## config.mk

```make
export PLATFORM = sky130hd
export DESIGN_NAME = ex_stage
export DESIGN_NICKNAME = d
export VERILOG_FILES = /design/src/rtl/ex_stage.sv
export SDC_FILE = /design/constraint.sdc
export NUM_CORES = 1
export LEC_CHECK = 0
export ABC_AREA = 1
export ABC_CLOCK_PERIOD_IN_PS = 2600
export CAP_MARGIN = 25
export CORE_ASPECT_RATIO = 0.8
export CORE_MARGIN = 2
export CORE_UTILIZATION = 40
export CTS_BUF_LIST = sky130_fd_sc_hd__clkbuf_8
export DETAILED_ROUTE_END_ITERATION = 6
export GPL_ROUTABILITY_DRIVEN = 0
export PLACE_DENSITY = 0.72
export SETUP_SLACK_MARGIN = 0.1
export SLEW_MARGIN = 20
export SYNTH_ARGS = -nofsm -noshare
export SYNTH_HDL_FRONTEND = slang
export SYNTH_SLANG_ARGS = --single-unit
```

## constraint.sdc

```tcl
create_clock -name clk -period 2.6 [get_ports clk]
set_input_delay 0.39 -clock clk [delete_from_list [all_inputs] [get_ports clk]]
set_output_delay 0.39 -clock clk [all_outputs]
set_load 0.005 [all_outputs]
```

## src/rtl/ex_stage.sv

```systemverilog
// Execute stage of the 16-bit core: operand selection with forwarding, single-cycle
// ALU, a shift-add multiplier that stalls the front end, and the EX/MEM register.
module ex_stage #(
    parameter int MUL_ITERS = 16
) (
    input  logic        clk,
    input  logic        reset,
    input  logic        en_exmem,
    input  logic        flush_exmem,
    input  logic [15:0] pcinc_ex,
    input  logic [15:0] rd1_ex,
    input  logic [15:0] rd2_ex,
    input  logic [15:0] extended_d_ex,
    input  logic [3:0]  d_ex,
    input  logic [2:0]  regwrite_adr_ex,
    input  logic [2:0]  ALUsrcA_controll,
    input  logic [2:0]  ALUsrcB_controll,
    input  logic [3:0]  ALUop,
    input  logic        main_mem_write_ex,
    input  logic        from_main_mem_ex,
    input  logic        regwrite_ex,
    input  logic        is_halt_ex,
    input  logic [1:0]  regwrite_dat_controll_ex,
    input  logic [15:0] fwd_mem,
    input  logic [15:0] fwd_wb,
    output logic [15:0] alu_result_mem,
    output logic [15:0] store_data_mem,
    output logic [15:0] pcinc_mem,
    output logic [3:0]  flags_mem,
    output logic [2:0]  regwrite_adr_mem,
    output logic [1:0]  regwrite_dat_controll_mem,
    output logic        main_mem_write_mem,
    output logic        from_main_mem_mem,
    output logic        regwrite_mem,
    output logic        is_halt_mem,
    output logic        stall_ex,
    output logic [1:0]  state_dbg
);

    localparam int CW = $clog2(MUL_ITERS);

    typedef enum logic [1:0] {IDLE = 2'd0, BUSY = 2'd1, DONE = 2'd2} state_t;

    typedef struct packed {
        logic [15:0] alu_result;
        logic [15:0] store_data;
        logic [15:0] pcinc;
        logic [3:0]  flags;
        logic [2:0]  regwrite_adr;
        logic [1:0]  regwrite_dat_controll;
        logic        main_mem_write;
        logic        from_main_mem;
        logic        regwrite;
        logic        is_halt;
    } exmem_t;

    state_t         state_q, state_d;
    logic [CW-1:0]  cnt_q, cnt_d;
    logic [31:0]    mcand_q, mcand_d;
    logic [15:0]    mplier_q, mplier_d;
    logic [31:0]    acc_q, acc_d;
    exmem_t         exmem_q, exmem_d;

    logic [15:0] op_a, op_b, alu_res, rot;
    logic [16:0] sum, diff, sll_w, srl_w, sra_w;
    logic [3:0]  sh, alu_flags;
    logic        alu_c, alu_v, alu_ok, bubble;
    exmem_t      rec;

    always_comb begin
        case (ALUsrcA_controll)
            3'd0:    op_a = rd1_ex;
            3'd1:    op_a = pcinc_ex;
            3'd2:    op_a = fwd_mem;
            3'd3:    op_a = fwd_wb;
            default: op_a = 16'h0;
        endcase
        case (ALUsrcB_controll)
            3'd0:    op_b = rd2_ex;
            3'd1:    op_b = extended_d_ex;
            3'd2:    op_b = {12'h0, d_ex};
            3'd3:    op_b = fwd_mem;
            3'd4:    op_b = fwd_wb;
            default: op_b = 16'h0;
        endcase
    end

    // Shifts carry one extra bit so the last bit shifted out falls out as the carry.
    always_comb begin
        sh      = op_b[3:0];
        sum     = {1'b0, op_a} + {1'b0, op_b};
        diff    = {1'b0, op_a} - {1'b0, op_b};
        sll_w   = {1'b0, op_a} << sh;
        srl_w   = {op_a, 1'b0} >> sh;
        sra_w   = $signed({op_a, 1'b0}) >>> sh;
        rot     = (op_a << sh) | (op_a >> (5'd16 - {1'b0, sh}));
        alu_res = 16'h0;
        alu_c   = 1'b0;
        alu_v   = 1'b0;
        alu_ok  = 1'b1;
        case (ALUop)
            4'd0: begin
                alu_res = sum[15:0];
                alu_c   = sum[16];
                alu_v   = (op_a[15] == op_b[15]) && (sum[15] != op_a[15]);
            end
            4'd1, 4'd5: begin
                alu_res = diff[15:0];
                alu_c   = diff[16];
                alu_v   = (op_a[15] != op_b[15]) && (diff[15] != op_a[15]);
            end
            4'd2:  alu_res = op_a & op_b;
            4'd3:  alu_res = op_a | op_b;
            4'd4:  alu_res = op_a ^ op_b;
            4'd6:  alu_res = op_b;
            4'd8:  begin alu_res = sll_w[15:0];  alu_c = sll_w[16]; end
            4'd9:  begin alu_res = rot;          alu_c = (sh != 4'h0) && rot[0]; end
            4'd10: begin alu_res = srl_w[16:1];  alu_c = srl_w[0]; end
            4'd11: begin alu_res = sra_w[16:1];  alu_c = sra_w[0]; end
            default: alu_ok = 1'b0;
        endcase
        alu_flags = alu_ok ? {alu_res[15], alu_res == 16'h0, alu_c, alu_v} : 4'h0;
    end

    // stall_ex=1 means ID/EX must hold its current instruction; EX/MEM accepts
    // a new entry only on edges where en_exmem=1.
    always_comb begin
        state_d  = state_q;
        cnt_d    = cnt_q;
        mcand_d  = mcand_q;
        mplier_d = mplier_q;
        acc_d    = acc_q;
        stall_ex = 1'b0;
        bubble   = 1'b0;

        rec.alu_result            = alu_res;
        rec.store_data            = rd2_ex;
        rec.pcinc                 = pcinc_ex;
        rec.flags                 = alu_flags;
        rec.regwrite_adr          = regwrite_adr_ex;
        rec.regwrite_dat_controll = regwrite_dat_controll_ex;
        rec.main_mem_write        = main_mem_write_ex;
        rec.from_main_mem         = from_main_mem_ex;
        rec.regwrite              = regwrite_ex;
        rec.is_halt               = is_halt_ex;

        case (state_q)
            IDLE: begin
                if (ALUop == 4'd12) begin
                    state_d  = BUSY;
                    mcand_d  = {16'h0, op_a};
                    mplier_d = op_b;
                    acc_d    = 32'h0;
                    cnt_d    = '0;
                    stall_ex = 1'b1;
                    bubble   = 1'b1;
                end
            end
            BUSY: begin
                stall_ex = 1'b1;
                bubble   = 1'b1;
                if (mplier_q[0]) acc_d = acc_q + mcand_q;
                mcand_d  = mcand_q << 1;
                mplier_d = mplier_q >> 1;
                cnt_d    = cnt_q + CW'(1);
                if (cnt_q == CW'(MUL_ITERS - 1)) state_d = DONE;
            end
            DONE: begin
                rec.alu_result = acc_q[15:0];
                rec.flags      = {acc_q[15], acc_q[15:0] == 16'h0, acc_q[31:16] != 16'h0, 1'b0};
                if (en_exmem) state_d = IDLE;
                else          stall_ex = 1'b1;
            end
            default: state_d = IDLE;
        endcase

        exmem_d = exmem_q;
        if (flush_exmem)   exmem_d = '0;
        else if (en_exmem) exmem_d = bubble ? '0 : rec;
    end

    always_ff @(posedge clk or negedge reset) begin
        if (!reset) begin
            state_q  <= IDLE;
            cnt_q    <= '0;
            mcand_q  <= 32'h0;
            mplier_q <= 16'h0;
            acc_q    <= 32'h0;
            exmem_q  <= '0;
        end else begin
            state_q  <= state_d;
            cnt_q    <= cnt_d;
            mcand_q  <= mcand_d;
            mplier_q <= mplier_d;
            acc_q    <= acc_d;
            exmem_q  <= exmem_d;
        end
    end

    assign alu_result_mem            = exmem_q.alu_result;
    assign store_data_mem            = exmem_q.store_data;
    assign pcinc_mem                 = exmem_q.pcinc;
    assign flags_mem                 = exmem_q.flags;
    assign regwrite_adr_mem          = exmem_q.regwrite_adr;
    assign regwrite_dat_controll_mem = exmem_q.regwrite_dat_controll;
    assign main_mem_write_mem        = exmem_q.main_mem_write;
    assign from_main_mem_mem         = exmem_q.from_main_mem;
    assign regwrite_mem              = exmem_q.regwrite;
    assign is_halt_mem               = exmem_q.is_halt;
    assign state_dbg                 = state_q;

endmodule
```

# Word level (Yosys, flattened, before mapping)

Index checks and enable logic that the tools add are counted.

Register bits: 147
Bits in latches: 0
RAM bits: 0
Bits in read-only memories: 0
Word-level logic and storage cells: 105
Memories kept: 0

$add $sub $neg: 5
Multiply operators: 0
Divide/modulo/power cells: 0
Order comparisons: 0
Eq/ne operators: 29
Shift operators: 5
Mux-type cells: 29
Bitwise operators: 4
Reduce and logical (&&, ||, !) cells: 18

Operators by type and width:

| kind                 | number |
|---|---|
| $mux W61             | 3 |
| $pmux W16 S10        | 1 |
| $pmux W32 S2         | 2 |
| $mux W32             | 3 |
| $pmux W16 S5         | 1 |
| $pmux W16 S4         | 1 |
| $add A32 B32 Y32     | 1 |
| $logic_not A16 Y1    | 2 |
| $mux W16             | 2 |
| $or A16 B16 Y16      | 2 |
| $pmux W16 S2         | 1 |
| $eq A4 B4 Y1 const B | 6 |
| $add A16 B16 Y17     | 1 |
| $shl A16 B4 Y17      | 1 |
| $shr A17 B4 Y17      | 1 |
| $sshr A17 B4 Y17     | 1 |
| $sub A16 B16 Y17     | 1 |
| $and A16 B16 Y16     | 1 |
| $reduce_bool A16 Y1  | 1 |
| $shl A16 B4 Y16      | 1 |
| $shr A16 B5 Y16      | 1 |
| $xor A16 B16 Y16     | 1 |
| $eq A3 B2 Y1 const B | 4 |
| $eq A4 B3 Y1 const B | 3 |
| 29 further kinds     | 48 |

# Longest topological paths before layout

Word-level depth: 12
Gate-level depth with buffers: 34
Depth with buffers taken out: 33

# Worst setup path after synthesis

Ideal clock, no wire load.

Kind: input -> register
Start point: input ALUsrcB_controll[0]
End point: register exmem_q, in the netlist flags_mem[2]
Setup time: 0.066 ns
Arrival: 3.323 ns
Data required time: 2.534 ns
Slack: -0.789 ns
Stages: 27
Buffers on the path: 4
Cell sequence: buf_4 -> nor2_8 -> nand2_1 -> o21ai_1 -> nor2_2 -> buf_2 -> buf_2 -> ha_1 -> clkbuf_1 -> nand3_1 -> nand2_1 -> inv_1 -> o21ai_0 -> nor2_1 -> nor3_1 -> nand2_1 -> nor2_1 -> nand2_1 -> a21oi_1 -> nand2_1 -> nor2_1 -> nand2_1 -> nor2_1 -> nand2_1 -> nand2_1 -> nand2_1 -> nand2_1

Longest elaborated chain between the ends: 12

RTL lines:

| what                                       | RTL line | text |
|---|---|---|
| start: declaration                         | 17       | `input logic [2:0] ALUsrcB_controll,` |
| $eq A3 B3 Y1, or another cell as far along | 78       | `case (ALUsrcB_controll)` |
| $pmux W16 S5 (*)                           | 78       |  |
| $sub A5 B4 Y5                              | 96       | `rot = (op_a << sh) \| (op_a >> (5'd16 - {1'b0, sh}));` |
| $shr A16 B5 Y16                            | 96       |  |
| $or A16 B16 Y16                            | 96       |  |
| $pmux W16 S10 (*)                          | 101      | `case (ALUop)` |
| $logic_not A16 Y1 (*)                      | 122      | `alu_flags = alu_ok ? {alu_res[15], alu_res == 16'h0, alu_c, alu_v} : 4'h0;` |
| $mux W4 (*)                                | 122      |  |
| $mux W4 (*)                                | 147      | `case (state_q)` |
| $mux W61 (*) (2 in series)                 | 179      | `else if (en_exmem) exmem_d = bubble ? '0 : rec;` |
| $mux W61 (*)                               | 178      | `if (flush_exmem) exmem_d = '0;` |
| end signal: assignment                     | 196      | `exmem_q <= exmem_d;` |
| end: declaration                           | 62       | `exmem_t exmem_q, exmem_d;` |

Every way passes the cells marked *; elsewhere a longest branch is shown, timed or not. The select of a mux whose other input is x is not followed.
A chain may end at the register's enable or synchronous reset.

# Worst setup path in the final report

Same ends and word-level chain as after synthesis.

==> results.md <==
* Status: finished, violations left
* Failing checks: design-rule violations, negative setup slack
* Setup TNS at -5.12 ns
* First-pass GRT wire length at 90100 um
* DRT Wirelength at between 60000 and 70000 um
* DR DRC count at 14
* PD cells at just under 600 nW/um2
* Area of the multi-input gates at ~9600 um2
* Max-Cap Viols at 0
* Met1 wire length at between 20000 and 25000 um
* Max Freq at about 330 MHz
* Final Max Tran Viols at 0
* Routed length on met3 at about 8700 um
* WHS Path Cells at 2
* Via count at around 18000
* Most used cell, CP: nand2_2
* Final setup vio count at 19
* Sequential share of the synthesized area at approximately 28%
* Largest net degree at the start of global routing at 58
* Post-DRT Antenna Nets at 0
* Comb pwr share at 56.3%
* Clock buffer depth at 2
* Clock network power share at between 15 and 20%
* Clk slew on worst S/H paths at about 0.12 ns
* CP Capture Type: flop
* Clk sinks at between 100 and 150
* RSZ-0062 raised after global routing: true
* Starting Density at approximately two fifths
* IO buf count at around 190
* N_diodes at 0
* FP Rows at just under 60
* Core Box Area at ~33000 um2
* Later-pin clock latency in the skew report at 0.49 ns
* Switching share of total power at 46.4%
* P_int at 6.39 mW
* Number of fill cells at between 2000 and 3000
* Initial antenna violation count at 3
* Die width at between 200 and 250 um
* CP arrival at approximately 3.5 ns
* Normalized max-slew margin at between 60% and 70%
* CTS root buf: clkbuf_8
* Worst VDD drop at around 0.00034 V
* Core Util, Final at roughly 63%
* Final hold violation count at 0
* Leakage power at ~10 nW
* Drt initial violations at 2580
* Pre-antenna DRT Iters at 7
* Seq. cell area at 3680 um2
* Max layer used: met5
* Max stage delay cell, worst path: fa_2
* Count of unique library cells instantiated by Yosys at 47
* Crit path kind: input pin to flop
* Die H at ~170 um
* CTS tree: done
* Layout cells sized above 1 at between 20% and 30%
* Worst Path Required at a little over 3 ns
* Syn_nets at between 2000 and 2500
* Final min period at between 3 and 4 ns
* Synth Instances at approximately 2100
* H-tree Lvls at 4
* Post-Syn Area per Cell at 6.38 um2
* Pre-CTS setup slack at -1.60 ns
* Worst setup margin at -0.474 ns
* Max FO, Critical Path at 4
* Via density at slightly below 6
* Number of global-route vias before repair at around 17000
* Reg2Reg Depth at 15
* CP max stage delay at roughly 0.36 ns
* Metal2 WL at 25200 um
* Congestion Overflow GR at 0
* CTS buffer count at 17
* Per-cell routed wire length at roughly 20 um
* CP startpoint kind: input pin
* Tcrit/Tclk final at 118%
* Cell Area, Synth at approximately 13000 um2
* Final setup skew at roughly 0.028 ns
* Sequential power share at between 20% and 30%
* GR Util All Layers at between 30% and 40%
* Dpl hpwl at roughly 44000 um
* Synthesis-stage register bit count at between 100 and 150
* Area growth syn-to-layout at 54.3%
* Hold Path Class: input pin to flop
* Ports at 187
* Ys Warns at 0
* NetSw at approximately 5.5 mW
* Total Nets Final at 2817
* Measured slew at the worst slew-check pin at a little under 0.6 ns
* Die area at between 30000 and 40000 um2
## through the flow
stage	cells	total power, mW	hold slack (ns)	instance area (um2)
floorplan	2086	6.51	0.0944	13400
global placement	2944	8.83	0.397	18000
detailed placement	2944	8.96	0.406	18000
CTS	3021	11.2	0.293	19400
global route	3048	12.6	0.205	20500
finish	3048	11.9	0.211	20500
## power groups by stage
stage	Combinational (mW)	Sequential, mW	Clock [mW]
2_1_floorplan	3.30	3.21	0
3_3_place_gp	5.52	3.30	0
3_5_place_dp	5.65	3.32	0
4_1_cts	5.98	3.28	1.94
5_1_grt	7.21	3.36	2.03
6_report	6.71	3.29	1.92
## per-layer routing
layer  global-route usage (%)  vias up
met5                        0        -
met4                     12.7        4
met3                     11.2      326
met2                     47.5     1342
met1                     44.1     8288
li1                         -     8028
## timing repair
item / in CTS / in global routing
hold endpoints to repair: 54 / 0
buffers inserted: 42 / 36
pin swaps: 76 / 117
endpoints found under the setup margin: 33 / 38
hold buffers: 1 / 0
gates resized for setup: 231 / 283
gates cloned: 3 / 3
## worst max-delay path, delay by kind of cell
kind	cells	cell delay, ns
and+or+nand+nor	24	2.04
buffers and inverters	6	0.52
adders and majority gates	2	0.52
## synthesized netlist by cell type, drive strengths merged
cell	instances	area, um2
nand3b	2	15.0
o21ai	164	821
o31ai	7	52.6
a21o	1	7.51
o211ai	20	150
xor2	7	61.3
nor2	183	751
xnor2	1	8.76
nand2	600	2260
nor4	10	62.6
a41oi	1	8.76
ha	83	1040
dfrtp	147	3680
inv	250	938
nand3	230	1170
fa	3	60.1
a31oi	6	37.5
and2	1	6.26
nand4	25	163
a211oi	4	30.0
buf	39	248
a221oi	1	8.76
a21boi	2	15.0
o21bai	5	37.5
o21a	3	22.5
and3	3	18.8
o22ai	48	300
a22o	26	228
or2	2	12.5
a21oi	120	601
o221ai	26	228
o311ai	1	8.76
clkinv	4	15.0
nor3	11	55.1
clkbuf	50	188
## state kept, by name, indices dropped and copies added, names as in the netlist, 3 cells and up
| register | cells |
|---|---|
| pcinc_mem | 16 |
| alu_result_mem | 16 |
| mcand_q | 32 |
| store_data_mem | 16 |
| acc_q | 32 |
| mplier_q | 16 |
| regwrite_adr_mem | 3 |
| cnt_q | 4 |
| flags_mem | 4 |
## cell families (layout without fill, tap and decap cells)
family | Yosys count | in the layout | synth area share (%)
xor+xnor | 8 | 8 | 0.527
buf+inv | 343 | 877 | 10.4
simple gates | 1067 | 1068 | 33.9
fa+ha+maj | 86 | 86 | 8.26
compound gates | 435 | 435 | 19.2
flops | 147 | 147 | 27.6
## cell type report
class                           instances  share of cell area [%]
Tap cell                              427                    2.60
Clock buffer                           17                    1.14
Multi-Input combinational cell       1597                    46.7
Inverter                              254                    4.77
Timing Repair Buffer                  591                    25.9
Sequential cell                       147                    17.9
Clock inverter                         15                   0.884
## cell usage in the layout (no fill, tap or decap), types with 22 or more instances in the layout
cell type and instances:
o21ai_1 59, a22o_1 26, nand2_2 56, o21ai_0 71, inv_2 32, o21ai_2 25, nand3_2 27, clkdlybuf4s50_1 161
nand4_1 24, o221ai_1 25, o22ai_1 48, buf_6 39, nand3_1 195, buf_4 346, nor2_2 37, a21oi_2 22
ha_1 62, dfrtp_1 146, nor2_1 126, inv_1 212, a21oi_1 92, nand2_1 532
## worst paths after layout
| check | startpoint | end | slack [ns] |
|---|---|---|---|
| max | ALUsrcB_controll[0] | flags_mem[2] | -0.47 |
| min | rd2_ex[2] | store_data_mem[2] | 0.21 |
| max reg2reg | acc_q[0] | acc_q[18] | 0.04 |
| min reg2reg | alu_result_mem[3] | alu_result_mem[3] | 0.49 |
| max in group asynchronous | reset | mcand_q[15] | 1.37 |
| min in group asynchronous | reset | pcinc_mem[2] | 0.46 |
Power figures use the tool's default switching activity.
